`src/rtl/fft4_sched_pkg.sv`:
```
// Shared types and constants for the 4-point FFT frame scheduler.
package fft4_sched_pkg;

    localparam int FFT_N      = 4;
    localparam int DATA_W_DEF = 8;
    localparam int BIN_W_DEF  = DATA_W_DEF + 2;

    typedef enum logic [1:0] {IDLE, LOAD, WAIT, DRAIN} state_e;

    typedef struct packed {
        logic signed [DATA_W_DEF-1:0] re;
        logic signed [DATA_W_DEF-1:0] im;
    } sample_t;

    typedef struct packed {
        logic signed [BIN_W_DEF-1:0] re;
        logic signed [BIN_W_DEF-1:0] im;
    } bin_t;

endpackage

```
`src/rtl/fft4_out_ser.sv`:
```
// Holds the four captured FFT bins and streams them out one per handshake.
module fft4_out_ser
    import fft4_sched_pkg::*;
#(
    parameter int unsigned WIDTH = 10
) (
    input  logic                    clk,
    input  logic                    rst,
    input  logic                    load,
    input  logic                    active,
    input  logic signed [WIDTH-1:0] in_real [FFT_N],
    input  logic signed [WIDTH-1:0] in_imag [FFT_N],
    input  logic                    m_ready,
    output logic                    m_valid,
    output logic        [WIDTH-1:0] m_real,
    output logic        [WIDTH-1:0] m_imag,
    output logic        [1:0]       m_idx,
    output logic                    m_last,
    output logic                    done
);

    logic signed [WIDTH-1:0] re_q [FFT_N];
    logic signed [WIDTH-1:0] im_q [FFT_N];
    logic [1:0]              ptr_q;
    logic                    hs;

    assign hs      = active & m_ready;
    assign done    = hs & (ptr_q == 2'd3);
    assign m_valid = active;
    assign m_real  = re_q[ptr_q];
    assign m_imag  = im_q[ptr_q];
    assign m_idx   = ptr_q;
    assign m_last  = active & (ptr_q == 2'd3);

    always_ff @(posedge clk) begin
        if (rst) begin
            ptr_q <= '0;
            for (int i = 0; i < FFT_N; i++) begin
                re_q[i] <= '0;
                im_q[i] <= '0;
            end
        end else if (load) begin
            ptr_q <= '0;
            for (int i = 0; i < FFT_N; i++) begin
                re_q[i] <= in_real[i];
                im_q[i] <= in_imag[i];
            end
        end else if (hs) begin
            // Wraps 3 -> 0 on the final bin, ready for the next frame.
            ptr_q <= ptr_q + 2'd1;
        end
    end

endmodule

```
`src/rtl/fft4_frame_sched.sv`:
```
// Gathers 4-sample frames, launches the fft4 core, captures its bins after a
// fixed latency and drains them serially with backpressure.
module fft4_frame_sched
    import fft4_sched_pkg::*;
#(
    parameter int unsigned DATA_WIDTH = 8,
    parameter int unsigned CORE_LAT   = 2
) (
    input  logic                    clk,
    input  logic                    rst,
    input  logic                    s_valid,
    output logic                    s_ready,
    input  logic [DATA_WIDTH-1:0]   s_real,
    input  logic [DATA_WIDTH-1:0]   s_imag,
    output logic                    core_rst_n,
    output logic                    core_en,
    output logic [DATA_WIDTH-1:0]   core_in0_real,
    output logic [DATA_WIDTH-1:0]   core_in0_imag,
    output logic [DATA_WIDTH-1:0]   core_in1_real,
    output logic [DATA_WIDTH-1:0]   core_in1_imag,
    output logic [DATA_WIDTH-1:0]   core_in2_real,
    output logic [DATA_WIDTH-1:0]   core_in2_imag,
    output logic [DATA_WIDTH-1:0]   core_in3_real,
    output logic [DATA_WIDTH-1:0]   core_in3_imag,
    input  logic [DATA_WIDTH+1:0]   core_out0_real,
    input  logic [DATA_WIDTH+1:0]   core_out0_imag,
    input  logic [DATA_WIDTH+1:0]   core_out1_real,
    input  logic [DATA_WIDTH+1:0]   core_out1_imag,
    input  logic [DATA_WIDTH+1:0]   core_out2_real,
    input  logic [DATA_WIDTH+1:0]   core_out2_imag,
    input  logic [DATA_WIDTH+1:0]   core_out3_real,
    input  logic [DATA_WIDTH+1:0]   core_out3_imag,
    input  logic                    core_valid,
    output logic                    m_valid,
    input  logic                    m_ready,
    output logic [DATA_WIDTH+1:0]   m_real,
    output logic [DATA_WIDTH+1:0]   m_imag,
    output logic [1:0]              m_idx,
    output logic                    m_last,
    output logic [15:0]             frame_cnt,
    output logic                    err
);

    localparam int unsigned OW    = DATA_WIDTH + 2;
    localparam int unsigned CNT_W = (CORE_LAT > 1) ? $clog2(CORE_LAT) : 1;

    state_e                      state_q, state_d;
    logic [2:0]                  fill_q;
    logic signed [DATA_WIDTH-1:0] in_re_q [FFT_N];
    logic signed [DATA_WIDTH-1:0] in_im_q [FFT_N];
    logic signed [DATA_WIDTH-1:0] ld_re_q [FFT_N];
    logic signed [DATA_WIDTH-1:0] ld_im_q [FFT_N];
    logic signed [OW-1:0]        cap_re [FFT_N];
    logic signed [OW-1:0]        cap_im [FFT_N];
    logic [CNT_W-1:0]            cnt_q;
    logic                        err_q;
    logic [15:0]                 frame_cnt_q;
    logic                        core_rst_n_q;
    logic                        s_hs, copy, capture, drop, drain, done;

    assign s_ready = (fill_q < 3'(FFT_N));
    assign s_hs    = s_valid & s_ready;

    always_ff @(posedge clk) begin
        if (rst) state_q <= IDLE;
        else     state_q <= state_d;
    end

    always_comb begin
        state_d = state_q;
        case (state_q)
            IDLE:    if (fill_q == 3'(FFT_N)) state_d = LOAD;
            LOAD:    state_d = WAIT;
            WAIT:    if (cnt_q == '0) state_d = core_valid ? DRAIN : IDLE;
            DRAIN:   if (done) state_d = IDLE;
            default: state_d = IDLE;
        endcase
    end

    always_comb begin
        copy    = 1'b0;
        core_en = 1'b0;
        capture = 1'b0;
        drop    = 1'b0;
        drain   = 1'b0;
        case (state_q)
            IDLE:  copy    = (fill_q == 3'(FFT_N));
            LOAD:  core_en = 1'b1;
            WAIT: begin
                capture = (cnt_q == '0) & core_valid;
                drop    = (cnt_q == '0) & ~core_valid;
            end
            DRAIN: drain   = 1'b1;
            default: ;
        endcase
    end

    always_ff @(posedge clk) begin
        core_rst_n_q <= ~rst;
        if (rst) begin
            fill_q      <= '0;
            cnt_q       <= '0;
            err_q       <= 1'b0;
            frame_cnt_q <= '0;
            for (int i = 0; i < FFT_N; i++) begin
                in_re_q[i] <= '0;
                in_im_q[i] <= '0;
                ld_re_q[i] <= '0;
                ld_im_q[i] <= '0;
            end
        end else begin
            // s_ready is low while fill == 4, so a handshake never meets a copy.
            if (s_hs) begin
                in_re_q[fill_q[1:0]] <= s_real;
                in_im_q[fill_q[1:0]] <= s_imag;
                fill_q               <= fill_q + 3'd1;
            end
            if (copy) begin
                fill_q <= '0;
                for (int i = 0; i < FFT_N; i++) begin
                    ld_re_q[i] <= in_re_q[i];
                    ld_im_q[i] <= in_im_q[i];
                end
            end
            if (core_en)              cnt_q <= CNT_W'(CORE_LAT - 1);
            else if (state_q == WAIT) cnt_q <= cnt_q - CNT_W'(1);
            if (drop) err_q <= 1'b1;
            if (done) frame_cnt_q <= frame_cnt_q + 16'd1;
        end
    end

    assign core_rst_n    = core_rst_n_q;
    assign err           = err_q;
    assign frame_cnt     = frame_cnt_q;
    assign core_in0_real = ld_re_q[0];
    assign core_in0_imag = ld_im_q[0];
    assign core_in1_real = ld_re_q[1];
    assign core_in1_imag = ld_im_q[1];
    assign core_in2_real = ld_re_q[2];
    assign core_in2_imag = ld_im_q[2];
    assign core_in3_real = ld_re_q[3];
    assign core_in3_imag = ld_im_q[3];
    assign cap_re[0]     = core_out0_real;
    assign cap_im[0]     = core_out0_imag;
    assign cap_re[1]     = core_out1_real;
    assign cap_im[1]     = core_out1_imag;
    assign cap_re[2]     = core_out2_real;
    assign cap_im[2]     = core_out2_imag;
    assign cap_re[3]     = core_out3_real;
    assign cap_im[3]     = core_out3_imag;

    fft4_out_ser #(
        .WIDTH(OW)
    ) u_out_ser (
        .clk     (clk),
        .rst     (rst),
        .load    (capture),
        .active  (drain),
        .in_real (cap_re),
        .in_imag (cap_im),
        .m_ready (m_ready),
        .m_valid (m_valid),
        .m_real  (m_real),
        .m_imag  (m_imag),
        .m_idx   (m_idx),
        .m_last  (m_last),
        .done    (done)
    );

endmodule

```
`config.mk`:
```
export PLATFORM = sky130hd
export DESIGN_NAME = fft4_frame_sched
export DESIGN_NICKNAME = d
export VERILOG_FILES = /design/src/rtl/fft4_sched_pkg.sv /design/src/rtl/fft4_out_ser.sv /design/src/rtl/fft4_frame_sched.sv
export SDC_FILE = /design/constraint.sdc
export NUM_CORES = 1
export LEC_CHECK = 0
export CAP_MARGIN = 30
export CORE_ASPECT_RATIO = 1.5
export CORE_MARGIN = 1.5
export CORE_UTILIZATION = 54
export CTS_CLUSTER_DIAMETER = 30
export CTS_CLUSTER_SIZE = 10
export DETAILED_ROUTE_END_ITERATION = 8
export GPL_TIMING_DRIVEN = 0
export PLACE_DENSITY = 0.83
export SYNTH_ARGS = -nofsm -noshare
export SYNTH_HDL_FRONTEND = slang
export SYNTH_SLANG_ARGS = --single-unit
```
`constraint.sdc`:
```
create_clock -name clk -period 6.1 [get_ports clk]
set_input_delay 0.915 -clock clk [delete_from_list [all_inputs] [get_ports clk]]
set_output_delay 0.915 -clock clk [all_outputs]
set_load 0.1 [all_outputs]
```
Word-level counts from Yosys, hierarchy flattened
Memories as Yosys holds them, arrays and structs flattened. A register that Yosys moved wholly into a read port is not among the register bits. Index checks and enable logic that the tools add are counted.

Flip-flop bits (word level): 26. Latch bits: 0. Bits in writable memories: 208. Memory bits (read-only): 0. Bits of input ports: 101. Output and inout port bits: 108. Word-level logic and storage cells: 107. Memories: 6.

Memories: u_out_ser.im_q (words 4, bits a word 10, read ports 1, clocked after memory_dff 1, wr ports 4, RTL line fft4_out_ser.sv:23) `logic signed [WIDTH-1:0] im_q [FFT_N];`; u_out_ser.re_q (words 4, bits a word 10, read ports 1, clocked after memory_dff 1, wr ports 4, RTL line fft4_out_ser.sv:22) `logic signed [WIDTH-1:0] re_q [FFT_N];`; in_im_q (words 4, bits a word 8, read ports 4, clocked after memory_dff 0, wr ports 4, RTL line fft4_frame_sched.sv:50) `logic signed [DATA_WIDTH-1:0] in_im_q [FFT_N];`; in_re_q (words 4, bits a word 8, read ports 4, clocked after memory_dff 0, wr ports 4, RTL line fft4_frame_sched.sv:49) `logic signed [DATA_WIDTH-1:0] in_re_q [FFT_N];`; ld_im_q (words 4, bits a word 8, read ports 4, clocked after memory_dff 0, wr ports 4, RTL line fft4_frame_sched.sv:52) `logic signed [DATA_WIDTH-1:0] ld_im_q [FFT_N];`; ld_re_q (words 4, bits a word 8, read ports 4, clocked after memory_dff 0, wr ports 4, RTL line fft4_frame_sched.sv:51) `logic signed [DATA_WIDTH-1:0] ld_re_q [FFT_N];`.

Add/subtract/negate cells: 4. Multiply operators: 0. Div/mod/pow operators: 0. $lt $le $gt $ge: 1. Equality and inequality tests: 8. Shifts and indexed selects: 0. Muxes and demuxes: 49. Bitwise operators: 25. Reduce and logical (&&, ||, !) cells: 7.

Operator list (count): two-way mux 10 bit (8); two-way mux 8 bit (10); two-way mux 1 bit (20); two-way mux 2 bit (10); adder 16 x 1 -> 16 bit (second input constant) (1); OR 1 bit (16); OR reduction 8 bit (2); one-hot mux 2 bit (4 select lines) (1); bitwise AND 1 bit (6); equality test 2 bit (second input constant) (3); inequality test 2 bit (second input constant) (3); OR reduction 2 bit (2); adder 3 x 1 -> 3 bit (second input constant) (1); equality test 3 bit (second input constant) (1); less-than comparator 3 bit (second input constant) (1); NOT 1 bit (3); AND reduction 3 bit (1); adder 2 x 1 -> 2 bit (second input constant) (1); equality test 2 x 1 -> 1 bit (second input constant) (1); logical NOT 2 bit (1); nonzero test 2 bit (1); subtractor 1 bit (second input constant) (1).

Longest topological paths before layout
Gate-level depths: netlist (run 1).

Word-level depth: 7. Depth in mapped cells: 6. Depth with buffers taken out: 6.

Hierarchy
Synthesis (run 1) repeated with hierarchy kept, for this count alone.

Cell total of the unflattened synthesis: 620. Area total of the unflattened synthesis: 9589.2 sq um.

Modules (own cells, without submodules): fft4_frame_sched (times used 1, cells an instance 410, area each 5985.7 sq um, sequential area each 4324.1 sq um); fft4_out_ser (times used 1, cells an instance 210, area each 3603.5 sq um, sequential area each 2482.4 sq um).

Worst setup path before layout (run 1)
Ideal clock, no wire load.

Kind: in2reg. Start: input rst. End: memory u_out_ser.im_q[0][0], enable pin. Setup time: 810 ps. Arrival: 2686 ps. Data required time: 5290 ps. Setup slack: 2605 ps. Stages: 4. Buffers on the path: 2. Cells stage by stage: buf_6 > inv_1 > clkbuf_1 > nand2_1.

RTL lines: start: declaration (RTL line fft4_frame_sched.sv:10) `input logic rst,`; end: declaration (RTL line fft4_out_ser.sv:23).

==> results of run 1 <==
==> power breakdown <==
group	switching [W]	internal (W)	leakage (nW)	total [W]
Clock	0.000696	0.00136	0.589	0.00206
Sequential	0.0000318	0.00184	2.38	0.00188
Combinational	0.000321	0.000151	1.91	0.000472
==> logic make-up (layout without fill, tap and decap cells) <==
kind of cell / count (synthesis) / after routing / share of synthesized area
AO/OA/AOI/OAI: 21 / 21 / 0.0142
buffers and inverters: 36 / 309 / 0.0170
multiplexers: 21 / 21 / 0.0487
XOR/XNOR: 11 / 11 / 0.0102
flip-flops: 236 / 236 / 0.721
adder cells (fa/ha/maj): 9 / 9 / 0.0119
AND/OR/NAND/NOR: 280 / 280 / 0.177
==> final timing paths <==
path                                 from             to  cells after the start
worst max-delay path            flip-flop      m_real[6]                      3
worst max register to register  fill_q[2]  in_im_q[1][7]                      4
worst min-delay path                  err            err                      2
worst min register to register        err            err                      2
==> stage by stage <==
stage,hold WS (ns),worst slack [ns]
5_1_grt,0.518,2.22
4_1_cts,0.481,2.29
3_3_place_gp,0.460,1.76
6_report,0.472,2.36
3_5_place_dp,0.470,2.79
2_1_floorplan,0.467,2.60
==> cell usage after synthesis, types with 3 or more instances <==
cell type  instances  area share
inv_1              7      0.0028
dfxtp_1           28       0.059
o31ai_1            4      0.0032
a21oi_1           10      0.0053
mux4_2            20       0.048
xor2_1            10      0.0093
and2_1           193        0.13
or4_1              4      0.0032
and3_1            16       0.011
nor3_1             4      0.0021
ha_1               9       0.012
nand4_1            7      0.0046
nand3_1            9      0.0048
nor2_1            23      0.0091
edfxtp_1         208        0.66
clkbuf_1          24      0.0095
buf_6              3      0.0036
nand2_1           12      0.0048
==> final cells by class <==
| cell class | count | area [um^2] |
|---|---|---|
| flip-flops and latches | 236 | 6810 |
| fillers | 1034 | 4180 |
| multi-input cells | 342 | 2490 |
| repair buffers | 210 | 2150 |
| clock buffers | 47 | 995 |
| well taps | 213 | 267 |
| clock inverters | 16 | 234 |
| plain buffers | 29 | 134 |
| inverters | 7 | 26.3 |
==> flip-flops by register name, indices dropped and copies added (netlist names), named ones only <==
name and cells:
u_out_ser.im_q 40, u_out_ser.re_q 40, in_im_q 32, in_re_q 32, ld_im_q 32, ld_re_q 32, frame_cnt 16, fill_q 3
state_q 2, u_out_ser.m_idx 2, cnt_q 1, core_rst_n 1, err 1
==> worst max-delay path: stages (launching register included) <==
cell and delay (ns):
dfxtp_1 0.32, clkbuf_1 0.51, mux4_2 0.33, clkdlybuf4s50_1 1.17
==> layer usage <==
metal  vias to the layer above  part of all wire  GRT usage
met5                         -                 0          0
met4                         0             0.025     0.0787
met3                        38             0.067     0.0572
met2                       230              0.57      0.444
met1                      2790              0.34      0.218
li1                       2716                 -          -
==> metrics.txt, run 1 <==
# TYPE chip_impl_metric gauge
chip_impl_metric{name="post_synth_inst_count",unit=""} 614
chip_impl_metric{name="synth_enable_flop_cells",unit=""} 208
chip_impl_info{name="startpoint_types",value="flip-flop"} 1
chip_impl_metric{name="antenna_violating_nets_post_route",unit=""} 0
chip_impl_metric{name="hold_viol_final",unit=""} 0
chip_impl_metric{name="cp_data_arrival_time",unit="ns"} 2.82
chip_impl_metric{name="finalNetCount",unit=""} 972
chip_impl_metric{name="dieArea",unit="um^2"} 18300
chip_impl_metric{name="post_drt_via_cell_ratio",unit=""} 5.25
chip_impl_metric{name="finish.utilization",unit=""} 0.758
chip_impl_metric{name="flow.area_growth_from_synthesis",unit="%"} 38.7
chip_impl_metric{name="ys_ff_latch",unit=""} 236
chip_impl_metric{name="initial_antenna_violation_count",unit=""} 0
chip_impl_metric{name="cts.htree.levels",unit=""} 2
chip_impl_metric{name="max_cap_viols",unit=""} 0
chip_impl_metric{name="power.static_leakage",unit="nW"} 4.88
chip_impl_metric{name="timing.max_slew.rel_slack",unit=""} 0.307
chip_impl_metric{name="timing.final.crit_period",unit="ns"} 3.74
chip_impl_metric{name="fin_cells",unit=""} 1100
chip_impl_metric{name="layout-drive-gt1-share",unit=""} 0.104
chip_impl_metric{name="regToRegSetupSlack",unit="ns"} 3.86
chip_impl_metric{name="grt_pass1_vias",unit=""} 6150
chip_impl_metric{name="cts-resized-gates",unit=""} 0
chip_impl_metric{name="synth.avg_cell_area",unit="um^2"} 15.4
chip_impl_metric{name="drtIter0Drc",unit=""} 249
chip_impl_metric{name="final_cell_area",unit="um^2"} 13100
chip_impl_metric{name="synth_sequential_area_ratio",unit=""} 0.721
chip_impl_metric{name="floorplan.die.height",unit="um"} 165
chip_impl_metric{name="placement.io_buffers",unit=""} 207
chip_impl_info{name="grt_setup_unrepaired",value="false"} 1
chip_impl_info{name="hold_path_class",value="flip-flop to flip-flop"} 1
chip_impl_metric{name="fp.dieW",unit="um"} 111
chip_impl_metric{name="detailed_place.area",unit="um^2"} 11900
chip_impl_metric{name="syn_std_cell_area",unit="um^2"} 9450
chip_impl_metric{name="dp_hpwl",unit="um"} 14800
chip_impl_metric{name="skew",unit="ns"} 0.0181
chip_impl_info{name="prevailing_post_synth_register_cell",value="edfxtp_1"} 1
chip_impl_metric{name="gp_routability_congestion",unit=""} 0.828
chip_impl_metric{name="antenna_cells_inserted",unit=""} 0
chip_impl_metric{name="wire_per_inst",unit="um"} 18.5
chip_impl_metric{name="timing.final.crit_share",unit=""} 0.612
chip_impl_info{name="critPathKind",value="flip-flop to primary output"} 1
chip_impl_metric{name="setup_viol",unit=""} 0
chip_impl_metric{name="total_iterations_of_the_first_detailed_routing_run",unit=""} 4
chip_impl_metric{name="io_pins",unit=""} 209
chip_impl_metric{name="dr_drc_count",unit=""} 0
chip_impl_metric{name="pin_count_of_the_biggest_net_entering_global_routing",unit=""} 60
chip_impl_metric{name="cts_max_path_bufs",unit=""} 3
chip_impl_metric{name="finalSetupTns",unit="ns"} 0
chip_impl_metric{name="cts_inserted_buffers",unit=""} 36
chip_impl_metric{name="worst_pin_slew",unit="ns"} 1.04
chip_impl_metric{name="power.density",unit="nW/um^2"} 337
chip_impl_metric{name="cts-hold-fix-buffers",unit=""} 0
chip_impl_info{name="cts_tree",value="yes"} 1
chip_impl_metric{name="crit_required",unit="ns"} 5.18
chip_impl_metric{name="postCtsSetupBuffers",unit=""} 0
chip_impl_metric{name="placed_cells",unit=""} 1037
chip_impl_metric{name="tritoncts_num_sinks",unit=""} 236
chip_impl_metric{name="starting_utilization_of_the_core_area",unit=""} 0.547
chip_impl_metric{name="slew_violations",unit=""} 0
chip_impl_metric{name="fp.coreArea",unit="um^2"} 17300
chip_impl_info{name="run_status",value="finished clean"} 1
chip_impl_info{name="critical_path_endpoint_category",value="primary output"} 1
chip_impl_metric{name="vdd_ir_drop_max",unit="mV"} 0.297
chip_impl_info{name="final_cell_mix",value="208 x edfxtp_1, 207 x clkdlybuf4s50_1, 193 x and2_1"} 1
chip_impl_metric{name="crit_fanout",unit=""} 10
chip_impl_metric{name="total_power",unit="W"} 0.00441
chip_impl_info{name="mostFrequentLayoutCell",value="edfxtp_1"} 1
chip_impl_metric{name="grt.total_usage",unit=""} 0.222
chip_impl_metric{name="maxClockFrequency",unit="GHz"} 0.268
chip_impl_metric{name="clock_insertion_delay_worst_skew",unit="ns"} 0.49
chip_impl_metric{name="std_cell_rows",unit=""} 59
chip_impl_info{name="clock_tree.root_cell",value="clkbuf_16"} 1
chip_impl_metric{name="vias",unit=""} 5774
chip_impl_metric{name="gr-total-overflow",unit=""} 0
chip_impl_metric{name="path_clk_slew",unit="ns"} 0.05
chip_impl_metric{name="finalWirelength",unit="um"} 20400
chip_impl_metric{name="grt_first_pass_wirelength",unit="um"} 31300
chip_impl_metric{name="postSynth.asyncResetShare",unit=""} 0
chip_impl_metric{name="yosys_warnings",unit=""} 0
chip_impl_metric{name="yosys_cell_types",unit=""} 37
chip_impl_metric{name="syn_nets",unit=""} 724
Power figures use the tool's default switching activity.
==> inputs of run 2 (changes only) <==
CORE_UTILIZATION = 46   (was 54)
PLACE_DENSITY = 0.75   (was 0.83)
clock period = 3.4 ns   (was 6.1 ns; I/O delays follow)
==> run 2 against run 1 <==
  * Via count down 3.9%
  * Clock power up 59%
  * Critical path depth unchanged
  * Final area down 0.26%
  * Sequential cell count unchanged
  * Combinational power up 78%
==> metrics.txt, run 2 (synthesis gave the netlist of run 1 again) <==
# TYPE chip_impl_metric gauge
chip_impl_metric{name="floorplan.die.height",unit="um"} 179
chip_impl_metric{name="crit_required",unit="ns"} 2.89
chip_impl_info{name="mostFrequentLayoutCell",value="edfxtp_1"} 1
chip_impl_metric{name="timing.final.crit_share",unit=""} 0.968
chip_impl_metric{name="grt_first_pass_wirelength",unit="um"} 28300
chip_impl_metric{name="antenna_cells_inserted",unit=""} 0
chip_impl_metric{name="cts_max_path_bufs",unit=""} 3
chip_impl_metric{name="power.static_leakage",unit="nW"} 5.01
chip_impl_metric{name="placement.io_buffers",unit=""} 207
chip_impl_metric{name="finalNetCount",unit=""} 971
chip_impl_metric{name="final_cell_area",unit="um^2"} 13100
chip_impl_metric{name="initial_antenna_violation_count",unit=""} 0
chip_impl_info{name="crit_chain",value="clkbuf_1, mux4_2, clkdlybuf4s50_1"} 1
chip_impl_metric{name="total_iterations_of_the_first_detailed_routing_run",unit=""} 5
chip_impl_metric{name="cp_data_arrival_time",unit="ns"} 2.78
chip_impl_metric{name="post-place-ws",unit="ns"} 0.466
chip_impl_metric{name="io_pins",unit=""} 209
chip_impl_metric{name="wire_per_inst",unit="um"} 15.8
chip_impl_metric{name="post_drt_via_cell_ratio",unit=""} 4.84
chip_impl_info{name="run_status",value="finished clean"} 1
chip_impl_metric{name="gr-total-overflow",unit=""} 0
chip_impl_metric{name="timing.final.crit_period",unit="ns"} 3.29
chip_impl_metric{name="grt.total_usage",unit=""} 0.173
chip_impl_metric{name="pin_count_of_the_biggest_net_entering_global_routing",unit=""} 63
chip_impl_metric{name="dieArea",unit="um^2"} 21400
chip_impl_info{name="critical_path.slowest_cell",value="clkdlybuf4s50_1"} 1
chip_impl_metric{name="cts-resized-gates",unit=""} 3
chip_impl_metric{name="cts_inserted_buffers",unit=""} 34
chip_impl_info{name="startpoint_types",value="flip-flop"} 1
chip_impl_metric{name="finalWirelength",unit="um"} 18100
chip_impl_info{name="hold_path_class",value="input pin to flip-flop"} 1
chip_impl_metric{name="fp.coreArea",unit="um^2"} 20300
chip_impl_info{name="critical_path_endpoint_category",value="primary output"} 1
chip_impl_metric{name="postCtsSetupBuffers",unit=""} 0
chip_impl_metric{name="cts.htree.levels",unit=""} 2
chip_impl_metric{name="skew",unit="ns"} 0.0157
chip_impl_metric{name="antenna_violating_nets_post_route",unit=""} 0
chip_impl_metric{name="total_power",unit="W"} 0.00747
chip_impl_metric{name="maxClockFrequency",unit="GHz"} 0.304
chip_impl_info{name="clock_tree.root_cell",value="clkbuf_16"} 1
chip_impl_metric{name="max_cap_viols",unit=""} 0
chip_impl_metric{name="worst_pin_slew",unit="ns"} 1.03
chip_impl_metric{name="detailed_place.area",unit="um^2"} 12000
chip_impl_metric{name="gp_routability_congestion",unit=""} 0.787
chip_impl_info{name="top_regs",value="u_out_ser.im_q (40), u_out_ser.re_q (40)"} 1
chip_impl_metric{name="tritoncts_num_sinks",unit=""} 236
chip_impl_info{name="critPathKind",value="flip-flop to primary output"} 1
chip_impl_metric{name="setup_viol",unit=""} 0
chip_impl_metric{name="dp_hpwl",unit="um"} 13300
chip_impl_metric{name="starting_utilization_of_the_core_area",unit=""} 0.466
chip_impl_metric{name="vdd_ir_drop_max",unit="mV"} 0.402
chip_impl_metric{name="timing.critical_path.slowest_cell_delay",unit="ns"} 1.13
chip_impl_metric{name="crit_fanout",unit=""} 10
chip_impl_metric{name="drtIter0Drc",unit=""} 207
chip_impl_metric{name="layout-drive-gt1-share",unit=""} 0.0986
chip_impl_metric{name="dr_drc_count",unit=""} 0
chip_impl_metric{name="grt_pass1_vias",unit=""} 5571
chip_impl_metric{name="fp.dieW",unit="um"} 120
chip_impl_metric{name="hold_viol_final",unit=""} 0
chip_impl_metric{name="clock_insertion_delay_worst_skew",unit="ns"} 0.48
chip_impl_metric{name="postLayoutSetupSlackWorst",unit="ns"} 0.109
chip_impl_metric{name="std_cell_rows",unit=""} 64
chip_impl_metric{name="flow.area_growth_from_synthesis",unit="%"} 38.3
chip_impl_metric{name="power.density",unit="nW/um^2"} 572
chip_impl_metric{name="vias",unit=""} 5550
chip_impl_metric{name="finish.utilization",unit=""} 0.645
chip_impl_info{name="cts_tree",value="yes"} 1
chip_impl_metric{name="path_clk_slew",unit="ns"} 0.05
chip_impl_metric{name="finalSetupTns",unit="ns"} 0
chip_impl_metric{name="cts-hold-fix-buffers",unit=""} 0
chip_impl_metric{name="timing.max_slew.rel_slack",unit=""} 0.311
chip_impl_metric{name="slew_violations",unit=""} 0
chip_impl_info{name="final_cell_mix",value="208 x edfxtp_1, 193 x and2_1, 190 x clkdlybuf4s50_1"} 1
chip_impl_info{name="grt_setup_unrepaired",value="false"} 1
==> run 2: cell types whose count changed in the layout (fill, tap and decap cells not counted), sizes merged, moves of 2 or more <==
cell	previous run	this run
clkinvlp	3	1
dlymetal6s2s	0	14
dlygate4sd2	0	3
bufinv	5	3
clkbuf	71	67
clkdlybuf4s50	207	190
==> run 2: power breakdown <==
group | internal [W] | switching [W] | total, W
sequential | 0.00331 | 0.0000496 | 0.00336
clock | 0.00213 | 0.00114 | 0.00327
combinational | 0.000272 | 0.000568 | 0.000840
total | 0.00571 | 0.00176 | 0.00747
==> run 2: per-stage QoR <==
stage / cells / hold WS, ns
detailed placement: 1089 / 0.475
global route: 1146 / 0.380
floorplan: 614 / 0.467
global placement: 1085 / 0.454
finish: 1146 / 0.382
CTS: 1146 / 0.367
==> run 2: worst max-delay path, delay by kind of cell, from the launching register on <==
| family | cells | cell delay (ns) |
|---|---|---|
| mux | 1 | 0.34 |
| buf+inv | 2 | 1.64 |
| flops | 1 | 0.32 |
==> run 2: metal layers <==
metal	track usage	share of wire	up-vias
met4	0.0694	0.031	0
met3	0.0460	0.065	37
li1	-	-	2712
met5	0	0	-
met2	0.331	0.55	219
met1	0.175	0.35	2582
==> run 2: worst paths after layout <==
path                                start       endpoint  slack [ns]  depth (start not counted)
worst min-delay path                  rst  frame_cnt[15]        0.38                          3
worst max register to register  fill_q[2]  in_im_q[0][2]        1.12                          4
worst min register to register        err            err        0.48                          2
worst max-delay path            flip-flop      m_real[6]        0.11                          3
==> run 2: cell type report <==
cell class	count	area, um^2
Tap cell	264	330
Timing Repair Buffer	211	2210
Inverter	7	26.3
Multi-Input combinational cell	342	2490
Sequential cell	236	6810
Clock inverter	14	156
Clock buffer	43	916
Fill cell	1463	7200
Buffer	29	134
